File: src/rtl/wb_peripheral_responder_pkg.sv
// Shared Wishbone responder definitions: state encoding, payload widths and error read value.
package wb_peripheral_responder_pkg;

  typedef enum logic [1:0] {
    IDLE    = 2'h0,
    ACCESS  = 2'h1,
    RESPOND = 2'h2,
    ERROR   = 2'h3
  } wb_state_t;

  localparam int unsigned DATA_WIDTH          = 32;
  localparam int unsigned SEL_WIDTH           = 4;
  localparam int unsigned TIMEOUT_COUNT_WIDTH = 8;

  localparam logic [DATA_WIDTH-1:0] ERROR_READ_VALUE = 32'hFFFF_FFFF;

endpackage

File: src/rtl/wb_timeout_counter.sv
// Counts busy cycles of one peripheral access and flags when the limit is reached.
module wb_timeout_counter
  import wb_peripheral_responder_pkg::*;
#(
  parameter int unsigned TIMEOUT_CYCLES = 255
) (
  input  logic clk,
  input  logic rst,
  input  logic clear,
  input  logic enable,
  output logic expired
);

  logic [TIMEOUT_COUNT_WIDTH-1:0] count;

  // Holds at the limit so the flag stays asserted until cleared.
  always_ff @(posedge clk) begin
    if (rst || clear) begin
      count <= '0;
    end else if (enable && !expired) begin
      count <= count + TIMEOUT_COUNT_WIDTH'(1);
    end
  end

  assign expired = (count >= TIMEOUT_COUNT_WIDTH'(TIMEOUT_CYCLES));

endmodule

File: src/rtl/wb_peripheral_responder.sv
// Wishbone pipelined responder: one outstanding request mapped onto a simple peripheral
// register port, with address-range and busy-timeout error termination.
module wb_peripheral_responder
  import wb_peripheral_responder_pkg::*;
#(
  parameter int unsigned ADDRESS_WIDTH            = 28,
  parameter int unsigned PERIPHERAL_ADDRESS_WIDTH = 24,
  parameter int unsigned TIMEOUT_CYCLES           = 255
) (
  input  logic                                wb_clk_i,
  input  logic                                wb_rst_i,
  input  logic                                wb_cyc_i,
  input  logic                                wb_stb_i,
  input  logic                                wb_we_i,
  input  logic [SEL_WIDTH-1:0]                wb_sel_i,
  input  logic [DATA_WIDTH-1:0]               wb_data_i,
  input  logic [ADDRESS_WIDTH-1:0]            wb_adr_i,
  output logic                                wb_ack_o,
  output logic                                wb_stall_o,
  output logic                                wb_error_o,
  output logic [DATA_WIDTH-1:0]               wb_data_o,
  output logic [PERIPHERAL_ADDRESS_WIDTH-1:0] peripheralAddress,
  output logic [SEL_WIDTH-1:0]                peripheralByteSelect,
  output logic                                peripheralWriteEnable,
  output logic                                peripheralReadEnable,
  output logic [DATA_WIDTH-1:0]               peripheralDataWrite,
  input  logic [DATA_WIDTH-1:0]               peripheralDataRead,
  input  logic                                peripheralBusy
);

  localparam int unsigned HIGH_WIDTH = ADDRESS_WIDTH - PERIPHERAL_ADDRESS_WIDTH;

  wb_state_t               state_q;
  wb_state_t               state_d;
  logic                    we_q;
  logic                    we_d;
  logic                    accept;
  logic                    capture;
  logic                    cnt_clear;
  logic                    cnt_en;
  logic                    expired;
  logic                    addr_oob;
  logic                    ack_d;
  logic                    err_d;
  logic                    wen_d;
  logic                    ren_d;
  logic [DATA_WIDTH-1:0]   rdata_d;

  // Any address bit beyond the decoded window is an unmapped access.
  generate
    if (HIGH_WIDTH > 0) begin : g_oob
      assign addr_oob = |wb_adr_i[ADDRESS_WIDTH-1:PERIPHERAL_ADDRESS_WIDTH];
    end else begin : g_no_oob
      assign addr_oob = 1'b0;
    end
  endgenerate

  wb_timeout_counter #(
    .TIMEOUT_CYCLES(TIMEOUT_CYCLES)
  ) u_timeout (
    .clk    (wb_clk_i),
    .rst    (wb_rst_i),
    .clear  (cnt_clear),
    .enable (cnt_en),
    .expired(expired)
  );

  always_ff @(posedge wb_clk_i) begin
    if (wb_rst_i) begin
      state_q <= IDLE;
    end else begin
      state_q <= state_d;
    end
  end

  // Next state plus the next values of every registered output.
  always_comb begin
    state_d   = state_q;
    accept    = 1'b0;
    capture   = 1'b0;
    cnt_clear = 1'b0;
    cnt_en    = 1'b0;

    case (state_q)
      IDLE: begin
        if (wb_cyc_i && wb_stb_i) begin
          accept    = 1'b1;
          cnt_clear = 1'b1;
          state_d   = addr_oob ? ERROR : ACCESS;
        end
      end
      ACCESS: begin
        if (!wb_cyc_i) begin
          state_d = IDLE;
        end else if (!peripheralBusy) begin
          state_d = RESPOND;
          capture = !we_q;
        end else if (expired) begin
          state_d = ERROR;
        end else begin
          cnt_en = 1'b1;
        end
      end
      RESPOND: state_d = IDLE;
      ERROR:   state_d = IDLE;
      default: state_d = IDLE;
    endcase

    we_d  = accept ? wb_we_i : we_q;
    wen_d = (state_d == ACCESS) && we_d;
    ren_d = (state_d == ACCESS) && !we_d;
    ack_d = (state_d == RESPOND);
    err_d = (state_d == ERROR);

    rdata_d = wb_data_o;
    if (capture) begin
      rdata_d = peripheralDataRead;
    end
    if (err_d) begin
      rdata_d = ERROR_READ_VALUE;
    end
  end

  always_ff @(posedge wb_clk_i) begin
    if (wb_rst_i) begin
      we_q                  <= 1'b0;
      wb_ack_o              <= 1'b0;
      wb_error_o            <= 1'b0;
      wb_data_o             <= ERROR_READ_VALUE;
      peripheralAddress     <= '0;
      peripheralByteSelect  <= '0;
      peripheralDataWrite   <= '0;
      peripheralWriteEnable <= 1'b0;
      peripheralReadEnable  <= 1'b0;
    end else begin
      we_q                  <= we_d;
      wb_ack_o              <= ack_d;
      wb_error_o            <= err_d;
      wb_data_o             <= rdata_d;
      peripheralWriteEnable <= wen_d;
      peripheralReadEnable  <= ren_d;
      if (accept) begin
        peripheralAddress    <= wb_adr_i[PERIPHERAL_ADDRESS_WIDTH-1:0];
        peripheralByteSelect <= wb_sel_i;
        peripheralDataWrite  <= wb_data_i;
      end
    end
  end

  assign wb_stall_o = (state_q != IDLE);

endmodule

File: config.mk
export PLATFORM = sky130hd
export DESIGN_NAME = wb_peripheral_responder
export DESIGN_NICKNAME = d
export VERILOG_FILES = /design/src/rtl/wb_peripheral_responder_pkg.sv /design/src/rtl/wb_timeout_counter.sv /design/src/rtl/wb_peripheral_responder.sv
export SDC_FILE = /design/constraint.sdc
export NUM_CORES = 1
export LEC_CHECK = 0
export ABC_AREA = 0
export CORE_MARGIN = 10
export CORE_UTILIZATION = 40
export DETAILED_ROUTE_END_ITERATION = 12
export PLACE_DENSITY = 0.88
export REMOVE_ABC_BUFFERS = 1
export SLEW_MARGIN = 30
export SYNTH_ARGS = -nofsm -noshare
export SYNTH_HDL_FRONTEND = slang
export SYNTH_HIERARCHICAL = 1
export SYNTH_SLANG_ARGS = --single-unit
File: constraint.sdc
create_clock -name wb_clk_i -period 2.34 [get_ports wb_clk_i]
set_input_delay 0.468 -clock wb_clk_i [delete_from_list [all_inputs] [get_ports wb_clk_i]]
set_output_delay 0.468 -clock wb_clk_i [all_outputs]
set_load 0.1 [all_outputs]
Yosys cells after proc, flatten, opt, wreduce, memory -nomap -nowiden
Cells that the tools add are included.
{"block": "word_totals", "elab_cells": 48, "register_bits": 107, "in_bits": 102}
{"block": "classes", "eq_ne": 6, "n_lt_le_gt_ge": 1, "n_reduce_logical": 13, "muxes": 16, "add_sub_neg": 1}
{"op": "1-bit 2-to-1 mux", "count": 10}
{"op": "2-bit 2-to-1 mux", "count": 5}
{"op": "8-bit by 1-bit adder with 8-bit output (second input constant)", "count": 1}
{"op": "2-bit == test (second input constant)", "count": 4}
{"op": "8-bit greater-or-equal comparator (second input constant)", "count": 1}
{"op": "2-bit case mux with 3 select lines", "count": 1}
{"op": "2-bit by 1-bit == test with 1-bit output (second input constant)", "count": 2}
{"op": "1-bit logical AND", "count": 4}
{"op": "2-bit OR reduction", "count": 2}
{"op": "4-bit OR reduction", "count": 1}
{"op": "1-bit zero test", "count": 3}
{"op": "2-bit zero test", "count": 1}
{"op": "2-bit nonzero test", "count": 1}
{"op": "1-bit logical OR", "count": 1}

Logic depth before layout (Yosys ltp)
Gate-level depths: netlist of run 1.
{"block": "depth", "ltp_word": 7, "depth_mapped": 8, "depth_no_buf": 7}

Hierarchy
The synthesis of run 1 kept the hierarchy.
{"module": "wb_peripheral_responder", "n_inst": 1, "seq_area_each_um2": 1981.9, "area_per_inst_um2": 3550.9, "cells_per_inst": 437}
{"module": "wb_timeout_counter", "n_inst": 1, "seq_area_each_um2": 160.2, "area_per_inst_um2": 422.9, "cells_per_inst": 49}

Worst setup path after synthesis of run 1
OpenSTA, ideal clock, no wires.
{"block": "synth_timing", "path_type": "reg2reg", "from": "reg u_timeout.count[0]", "to": "reg u_timeout.count[6]", "setup_ns": 0.115, "stages_incl_launch_ff": 8, "slack_ns": 0.397, "path_buffers": 0, "t_arrival_ns": 1.827, "cell_sequence": "dfxtp_1 > ha_1 > and3_1 > and2_1 > nor2_1 > nand3_1 > or4_1 > and3_1"}
{"block": "synth_via", "elab_chain_len": 6, "elab_cells_between_ends": 8, "cone_classes": "1 x add/sub; 1 x order compare; 4 x mux; 2 x reduce/logical"}
{"item": "from (decl)", "line_no": "wb_timeout_counter.sv:14", "rtl": "logic [TIMEOUT_COUNT_WIDTH-1:0] count;"}
{"item": "from (signal assigned)", "line_no": "wb_timeout_counter.sv:21", "rtl": "count <= count + TIMEOUT_COUNT_WIDTH'(1);"}
{"item": "8-bit greater-or-equal comparator", "line_no": "wb_timeout_counter.sv:25", "rtl": "assign expired = (count >= TIMEOUT_COUNT_WIDTH'(TIMEOUT_CYCLES));"}
{"item": "net expired", "line_no": "wb_peripheral_responder.sv:41", "rtl": "logic expired;"}
{"item": "1-bit 2-to-1 mux", "line_no": "wb_peripheral_responder.sv:98", "rtl": "end else if (expired) begin"}
{"item": "1-bit 2-to-1 mux", "line_no": "wb_peripheral_responder.sv:95", "rtl": "end else if (!peripheralBusy) begin"}
{"item": "1-bit 2-to-1 mux", "line_no": "wb_peripheral_responder.sv:93", "rtl": "if (!wb_cyc_i) begin"}
{"item": "1-bit 2-to-1 mux", "line_no": "wb_peripheral_responder.sv:84", "rtl": "case (state_q)"}
{"item": "net cnt_en", "line_no": "wb_peripheral_responder.sv:40", "rtl": "logic cnt_en;"}
{"item": "1-bit logical AND", "line_no": "wb_timeout_counter.sv:20", "rtl": "end else if (enable && !expired) begin"}
The timed path passes the listed nets, and every way through them passes these cells.
A chain may end at the register's enable or synchronous reset.

Final worst setup path of run 1
Ends and elaborated chain as after synthesis.

==> results of run 1 <==
[synth_stat cells (2+ instances only)]
master                        n
sky130_fd_sc_hd__nand2_1    131
sky130_fd_sc_hd__dfxtp_1    107
sky130_fd_sc_hd__a21oi_1     66
sky130_fd_sc_hd__nand3_1     65
sky130_fd_sc_hd__o21ai_0     33
sky130_fd_sc_hd__clkbuf_1    26
sky130_fd_sc_hd__buf_2        7
sky130_fd_sc_hd__mux2i_1      5
sky130_fd_sc_hd__buf_4        4
sky130_fd_sc_hd__or3_1        4
sky130_fd_sc_hd__nand4_1      3
sky130_fd_sc_hd__nor2_1       3
sky130_fd_sc_hd__a211oi_1     2
sky130_fd_sc_hd__and2_1       2
sky130_fd_sc_hd__and3_1       2
sky130_fd_sc_hd__inv_1        2
sky130_fd_sc_hd__nand4bb_1    2
sky130_fd_sc_hd__nor2b_1      2
sky130_fd_sc_hd__or4_1        2
[power by group through the flow]
stage | Clock (µW) | Sequential, µW | Combinational, µW
global route | 1200 | 1930 | 999
CTS | 1130 | 1920 | 957
floorplan | 0 | 2390 | 148
finish | 1090 | 1920 | 955
detailed placement | 0 | 1960 | 955
global placement | 0 | 1950 | 943
[logic make-up (layout without fill, tap and decap cells)]
kind of cell,Yosys count,count (layout),share of synthesized area
AO/OA/AOI/OAI,107,107,0.143
adder cells (fa/ha/maj),1,1,0.00315
buffers and inverters,40,227,0.0438
flip-flops,107,107,0.539
multiplexers,5,5,0.0126
AND/OR/NAND/NOR,226,226,0.258
[final timing paths]
| check | endpoint | startpoint | slack, ns |
|---|---|---|---|
| worst min register to register | peripheralAddress[23] | peripheralAddress[23] | 0.46 |
| worst max register to register | u_timeout/count[6] | u_timeout/count[0] | 0.22 |
| worst max-delay path | u_timeout/count[6] | u_timeout/count[0] | 0.22 |
| worst min-delay path | peripheralAddress[23] | peripheralAddress[23] | 0.46 |
[critical path: stages (launching register included)]
cell	delay [ns]
sky130_fd_sc_hd__dfxtp_1	0.35
sky130_fd_sc_hd__ha_1	0.25
sky130_fd_sc_hd__and3_1	0.23
sky130_fd_sc_hd__and2_1	0.21
sky130_fd_sc_hd__nor2_1	0.26
sky130_fd_sc_hd__nand3_1	0.14
sky130_fd_sc_hd__or4_1	0.40
sky130_fd_sc_hd__and3_1	0.18
[metrics by stage]
stage                     std cells  area [µm²]  power (µW)
after global routing            806        6080        4120
after floorplan                 449        3810        2540
after detailed placement        791        5900        2910
after CTS                       806        6080        4000
final                           806        6080        3960
after global placement          791        5900        2900
[registers in the layout, indices dropped and copies added (netlist names), 2 cells and up]
signal and count:
peripheralDataWrite 32, wb_data_o 32, peripheralAddress 24, u_timeout/count 8, peripheralByteSelect 4, state_q 2
[cell usage in the layout, fill, tap and decap left out, drive strengths merged, types with 2 or more instances in the layout]
master / count
a211oi: 2
nor2: 3
o21ai: 33
a21oi: 66
clkdlybuf4s50: 100
dfxtp: 107
mux2i: 5
nand4: 3
inv: 4
or3: 5
nor2b: 2
clkbuf: 10
nand3: 66
and3: 2
nand2: 131
and2: 2
nand4bb: 2
clkinv: 3
or4: 2
buf: 109
[area by class of cell]
cell class                      count  area [µm²]
Clock buffer                       10         128
Clock inverter                      5        53.8
Fill cell                         822        3650
Inverter                            3        11.3
Multi-Input combinational cell    339        1700
Sequential cell                   107        2140
Tap cell                          133         166
Timing Repair Buffer              209        1880
[routing by layer]
metal / vias up / part of all wire
met4: 0 / 0.028
met3: 28 / 0.064
met1: 1902 / 0.39
li1: 2019 / -
met5: - / 0
met2: 142 / 0.51
==> impl.org, run 1 <==
** CTS
- Clock-pin transition on the worst setup and hold timing paths :: 0.10 ns
- The H-tree was split into 3 levels.
- Post-CTS Setup Bufs :: 0
- After clock tree synthesis, the flow added hold-fix buffers numbering 0.
- No sink is reached through more buffers than the 2 on the longest clock path.
- Clock tree from TritonCTS :: yes
- Number of clock sinks :: 107
- CTS root buffer :: sky130_fd_sc_hd__clkbuf_8
- For the worst-skew pair, the clock arrives at the later sink with an insertion delay of 0.36 ns.
- Total CTS buffers :: 9
- The number of gates resized after CTS was 0.

** Placed design
- Total half-perimeter wirelength after legalization and detailed placement :: around 9900 µm
- Final RePlAce weighted congestion :: ~0.74
- Prior to clock tree synthesis, the placed netlist has a worst setup slack of 0.0849 ns.
- During placement, the flow inserted port buffers numbering 198.

** Detailed routing
- First-iteration detailed-routing DRC count :: 295
- In the routed design, unresolved DRC markers number 0.
- Number of detailed-route iterations in the first pass :: 6
- Once detail routing completed, the nets flagged for antenna violations numbered 0.
- The routed layout has 4,091 vias.
- For this block, the routed nets add up to around 13,000 µm of wire.
- Using the TritonRoute via totals, the vias-per-cell ratio works out to 5.08.
- Average wire per standard cell :: 16.4 µm

** Synth
- Post-Synthesis Cells :: between 400 and 500
- The cell area that synthesis handed to floorplanning was approximately 4000 µm².
- Of the post-synthesis cell area, the dominant cell type holds 0.539.
- In this run the mean area of a mapped cell was 8.18 µm².
- Post-synth cell types :: 37
- Post-synth top flop :: sky130_fd_sc_hd__dfxtp_1
- Counting flops and latches in the post-synthesis netlist gives approximately 110.
- Yosys mapped a number of flops with a built-in enable equal to 0.
- Total of warnings raised by yosys :: 6
- Yosys attributes the largest share of cell area to sky130_fd_sc_hd__dfxtp_1 54%, sky130_fd_sc_hd__nand2_1 12%, sky130_fd_sc_hd__a21oi_1 8.3%.
- Of all flip-flops after synthesis, the portion carrying an async set or reset was 0.
- Post-synthesis cell type with the largest combined area :: sky130_fd_sc_hd__dfxtp_1
- For this run, the register share of the synthesized area comes to 0.539.

** STA
- Fin Clk Skew :: ~0.012 ns
- Measured against its own limit, the worst slew margin works out to 0.564.
- Max-slew violations :: 0
- Setup TNS :: 0 ns
- For the finished layout, the period the worst path requires is 2.12 ns.
- Max Freq :: 0.471 GHz
- Fin worst setup slack :: 0.218 ns
- Hold slack final :: 0.458 ns
- Setup violations remaining at the end of the flow were counted as 0.
- Of the available clock period, the critical path in the final layout requires 0.907.
- The hold violation total from the final report came to 0.
- Transition at the pin with the smallest max-transition slack :: 0.653 ns
- Setup repair after global routing missed its margin :: no

** Power
- Summed over all cells, the static leakage comes to 0.00233 µW.
- IR analysis of the VDD net gives a maximum drop of between 0.4 and 0.5 mV.
- Of the total power, combinational logic draws 0.241.
- Internal portion of total power :: roughly 2700 µW
- The share of total power dissipated in sequential elements is 0.484.
- The share of total power dissipated in the clock network is 0.275.
- Of the total power, the share spent switching nets is 0.325.
- P_sw :: 1290 µW
- Cell area power density :: 651 nW/µm²

** Floorplanning
- The initial utilization of the core area, before any placement, comes to 0.408.
- Area of the die :: 14,300 µm²
- In this run the vertical extent of the chip is between 100 and 150 µm.
- The region available for standard cell placement spans roughly 9700 µm².
- Io pins :: between 150 and 200
- Total number of placement rows :: 36
- The floorplan step set the die width to 120 µm.

** Global routing
- Maximum number of pins on one net before global-route repair :: 64
- In the global route stage, overall resource usage came out at 0.175.
- The layer flagged by global routing as most heavily used is met2.
- Global-route track usage on met3 :: 0.0577
- The number of antenna violations at the first check in global routing was 0.
- Global-route wire length before repair :: 20,700 µm
- Fraction of met2 tracks used by global routing :: 0.309
- Met1 track demand over resource :: 0.189
- Total overflow reported by the global router :: 0
- Number of global-route vias before repair :: 4,065

** Layout
- Number of nets in the final layout :: 772
- Antenna fix cells :: 0
- In the final layout, the share of cells above drive strength 1 is 0.193.
- Area growth from synthesis to final layout :: 53.0%
- At the end of the flow the core is filled with cells to 0.625.

** Flow run
- Count of max-cap constraint violations :: 0

** Critical path
- Data required time of the critical path :: 2.60 ns
- Data on the critical path arrives at its endpoint at 2.38 ns.
- Largest driver fanout on the critical path :: 5
- Setup Crit Path Kind :: flip-flop to flip-flop
- The worst register-to-register path has a depth of 7.
- Capturing element type of the critical path :: flip-flop
- STA classifies the critical path startpoint as a flip-flop.

** Min path
- Number of cells on the worst hold path :: 2
- The tightest min-delay check is of the flip-flop to flip-flop type.

** Status
- Outcome :: finished, final reports clean
Power figures use the tool's default switching activity.
==> run 2: changes to the inputs <==
- GPL_TIMING_DRIVEN: default -> 0
==> run 2 against run 1 <==
Effect of this change:
- via count is 3.0% higher
- critical path depth is 6 lower
- total power is 3.6% higher
- worst setup slack worse by 0.19 ns
- combinational power hardly changed
- clock skew is 0.0040 ns lower
- critical path type is now flip-flop to output pin
- largest cell class is now non-clock buffers
==> impl.org, run 2 (synthesis results as in run 1) <==
** Critical path
- Startpoint of the worst setup timing path :: wb_data_o[24]
- In this design, the largest share of critical-path delay is due to buffers and inverters.
- The worst register-to-register path ends at u_timeout/count[6].
- Cell Chain, Critical Path :: clkdlybuf4s50_1
- CP max stage delay :: 1.14 ns
- The worst register-to-register path has a setup slack of around 0.20 ns.
- In this run the critical register-to-register path is launched from u_timeout/count[0].
- Arrival time reported for the critical path endpoint :: 1.85 ns
- Setup Crit Path Kind :: flip-flop to output pin
- Of all nets on the critical path, the largest fanout is 2.
- The number of cells on the worst reg-to-reg path is 7.
- Cell with the largest stage delay on the worst path :: sky130_fd_sc_hd__clkdlybuf4s50_1
- Capturing element type of the critical path :: output pin
- At the worst endpoint, the required time is 1.87 ns.
- Crit path buf inv count :: 1
- Startpoint class of the critical path :: flip-flop

** CTS
- Number of buffers on the longest clock path :: 2
- Number of clock sinks :: around 110
- CTS root buffer :: sky130_fd_sc_hd__clkbuf_8
- TritonCTS created 9 clock buffers.
- CTS built an H-tree with a depth of 3.
- Clock-pin slew was measured on the worst setup and hold paths at 0.10 ns.
- TritonCTS built the clock tree.
- Worst-Skew Late Latency :: 0.36 ns

** Power
- In this run the power density over the cells is around 640 nW/µm².
- The analysis attributes to cell leakage a power of 0.00281 µW.
- The worst-case IR drop observed on VDD is 0.445 mV.

** Detailed routing
- First-iteration detailed-routing DRC count :: roughly 400
- Average wire per standard cell :: 17.9 µm
- Dividing the detail-routed via count by the number of cells gives 5.22.
- For this block, the routed nets add up to about 14,000 µm of wire.
- Count of antenna-violating nets left after detailed routing :: 0
- Number of detailed-route iterations in the first pass :: 5
- Residual DRC count :: 0
- The routed layout has between 4,000 and 5,000 vias.

** STA
- Max-slew violations :: 0
- Rel. slew slack :: 0.318
- Across the routed clock network, the largest skew measured is 0.00752 ns.
- Transition at the pin with the smallest max-transition slack :: 1.02 ns
- Setup TNS :: 0 ns
- Final-report hold violation count :: 0
- In the finished design, the share of the clock period the worst path needs comes to 0.989.
- Final setup violation count :: 0
- Max Freq :: 0.432 GHz
- Setup repair after global routing left no endpoint under its margin.
- Across all hold checks on the routed design, the worst slack comes to 0.374 ns.
- The worst path in the final design needs a cycle of 2.31 ns, including I/O delays and setup.

** Min path
- In this run the worst hold path is classified as primary input to flip-flop.
- The worst hold path begins at wb_rst_i.
- Hold Path Sink :: peripheralAddress[2]
- Number of cells on the worst hold path :: 2

** Layout
- Share of layout cells above drive strength 1 :: 0.0593
- The top cell types in the final layout, fill and taps aside, are 131 x sky130_fd_sc_hd__nand2_1, 106 x sky130_fd_sc_hd__clkdlybuf4s50_1, 106 x sky130_fd_sc_hd__dfxtp_1.
- From synthesis to final layout, the design area changed by 62.2%.
- Antenna fix cells :: 0
- The largest registers in the layout are peripheralDataWrite x32, wb_data_o x32, peripheralAddress x24.
- After the flow finishes, the layout carries non-filler instances totaling 807.
- Most common cell after layout, fill and taps aside :: sky130_fd_sc_hd__nand2_1
- Measured on the finished design, the core utilization comes to 0.663.
- For this run, the post-layout net count is roughly 770.

** Global routing
- The number of antenna violations at the first check in global routing is 0.
- For this run the aggregate overflow at the end of global routing stands at 0.
- The first global-routing pass estimated approximately 22,000 µm of wire.
- Number of global-route vias before repair :: 4,186
- Entering global routing, the biggest net connects 71 pins.
- Total global routing track utilization :: 0.187

** Flow run
- Max-cap violations in this run came to 0.

** Floorplanning
- Io pins :: 199
- The floorplan step set the die width to 120 µm.
- Initial cell density of the core :: 0.408
- The core region is 9730 µm².
- Die Span Y :: approximately 120 µm
- In this run the core area contains 36 standard-cell rows.
- The floorplan step defined a die boundary enclosing 14,300 µm².

** Placed design
- Input and output buffers added on the ports amount to 198.
- Placed cells :: 785
- Total half-perimeter wirelength after legalization and detailed placement :: 10,100 µm
- Final RePlAce weighted congestion :: 0.761

** Status
- Outcome :: finished, final reports clean
-- run 2: cell count changes in the layout (fill, tap and decap cells not counted), sizes merged --
cell,previous run,this run
buf,109,10
dlygate4sd2,0,45
dlymetal6s2s,0,45
clkdlybuf4s50,100,106
clkinvlp,0,4
clkinv,3,1
bufinv,1,2
clkdlybuf4s15,0,1
inv,4,3
nand4bb,2,3
-- run 2: metal layers --
metal | GRT usage | wire (µm) | up-vias
met3 | 0.0544 | 909 | 29
li1 | - | - | 2030
met2 | 0.337 | 7620 | 151
met5 | 0 | 0 | -
met1 | 0.205 | 5540 | 2003
met4 | 0.0664 | 393 | 0
-- run 2: worst max-delay path by stage --
stage | end | slack (ns) | depth (start not counted)
floorplan | wb_data_o[0] | -1.67 | 4
global placement | wb_data_o[11] | -3.88 | 5
detailed placement | wb_data_o[30] | -0.84 | 6
CTS | peripheralDataWrite[13] | 0.0002 | 1
global route | wb_data_o[2] | 0.002 | 1
finish | wb_data_o[24] | 0.03 | 1
-- run 2: final cells by class --
class                   instances  area [µm²]
fillers                       795        3280
repair buffers                207        2150
clock inverters                 6        88.8
well taps                     133         166
repair inverters                1        5.00
inverters                       3        27.5
multi-input cells             340        1740
flip-flops and latches        107        2140
clock buffers                  10         128
-- run 2: per-stage QoR --
| step | worst slack (ns) | instance area (µm²) | power (µW) |
|---|---|---|---|
| floorplan | -1.67 | 3810 | 2540 |
| global placement | -3.88 | 5960 | 2890 |
| detailed placement | -0.835 | 6090 | 2930 |
| CTS | 0.000199 | 6300 | 4120 |
| global route | 0.00221 | 6450 | 4250 |
| finish | 0.0264 | 6450 | 4100 |
-- run 2: power breakdown --
part | leakage (µW) | switching [µW] | internal, µW
Combinational | 0.00184 | 658 | 298
Sequential | 0.000871 | 38.4 | 1880
Clock | 0.000103 | 617 | 605
-- run 2: timing repair --
item,in CTS,in global routing
gates resized for setup,53,48
setup endpoints to repair,151,64
pin swaps,2,1
hold buffers,0,0
cloned,2,0
setup buffers,2,2
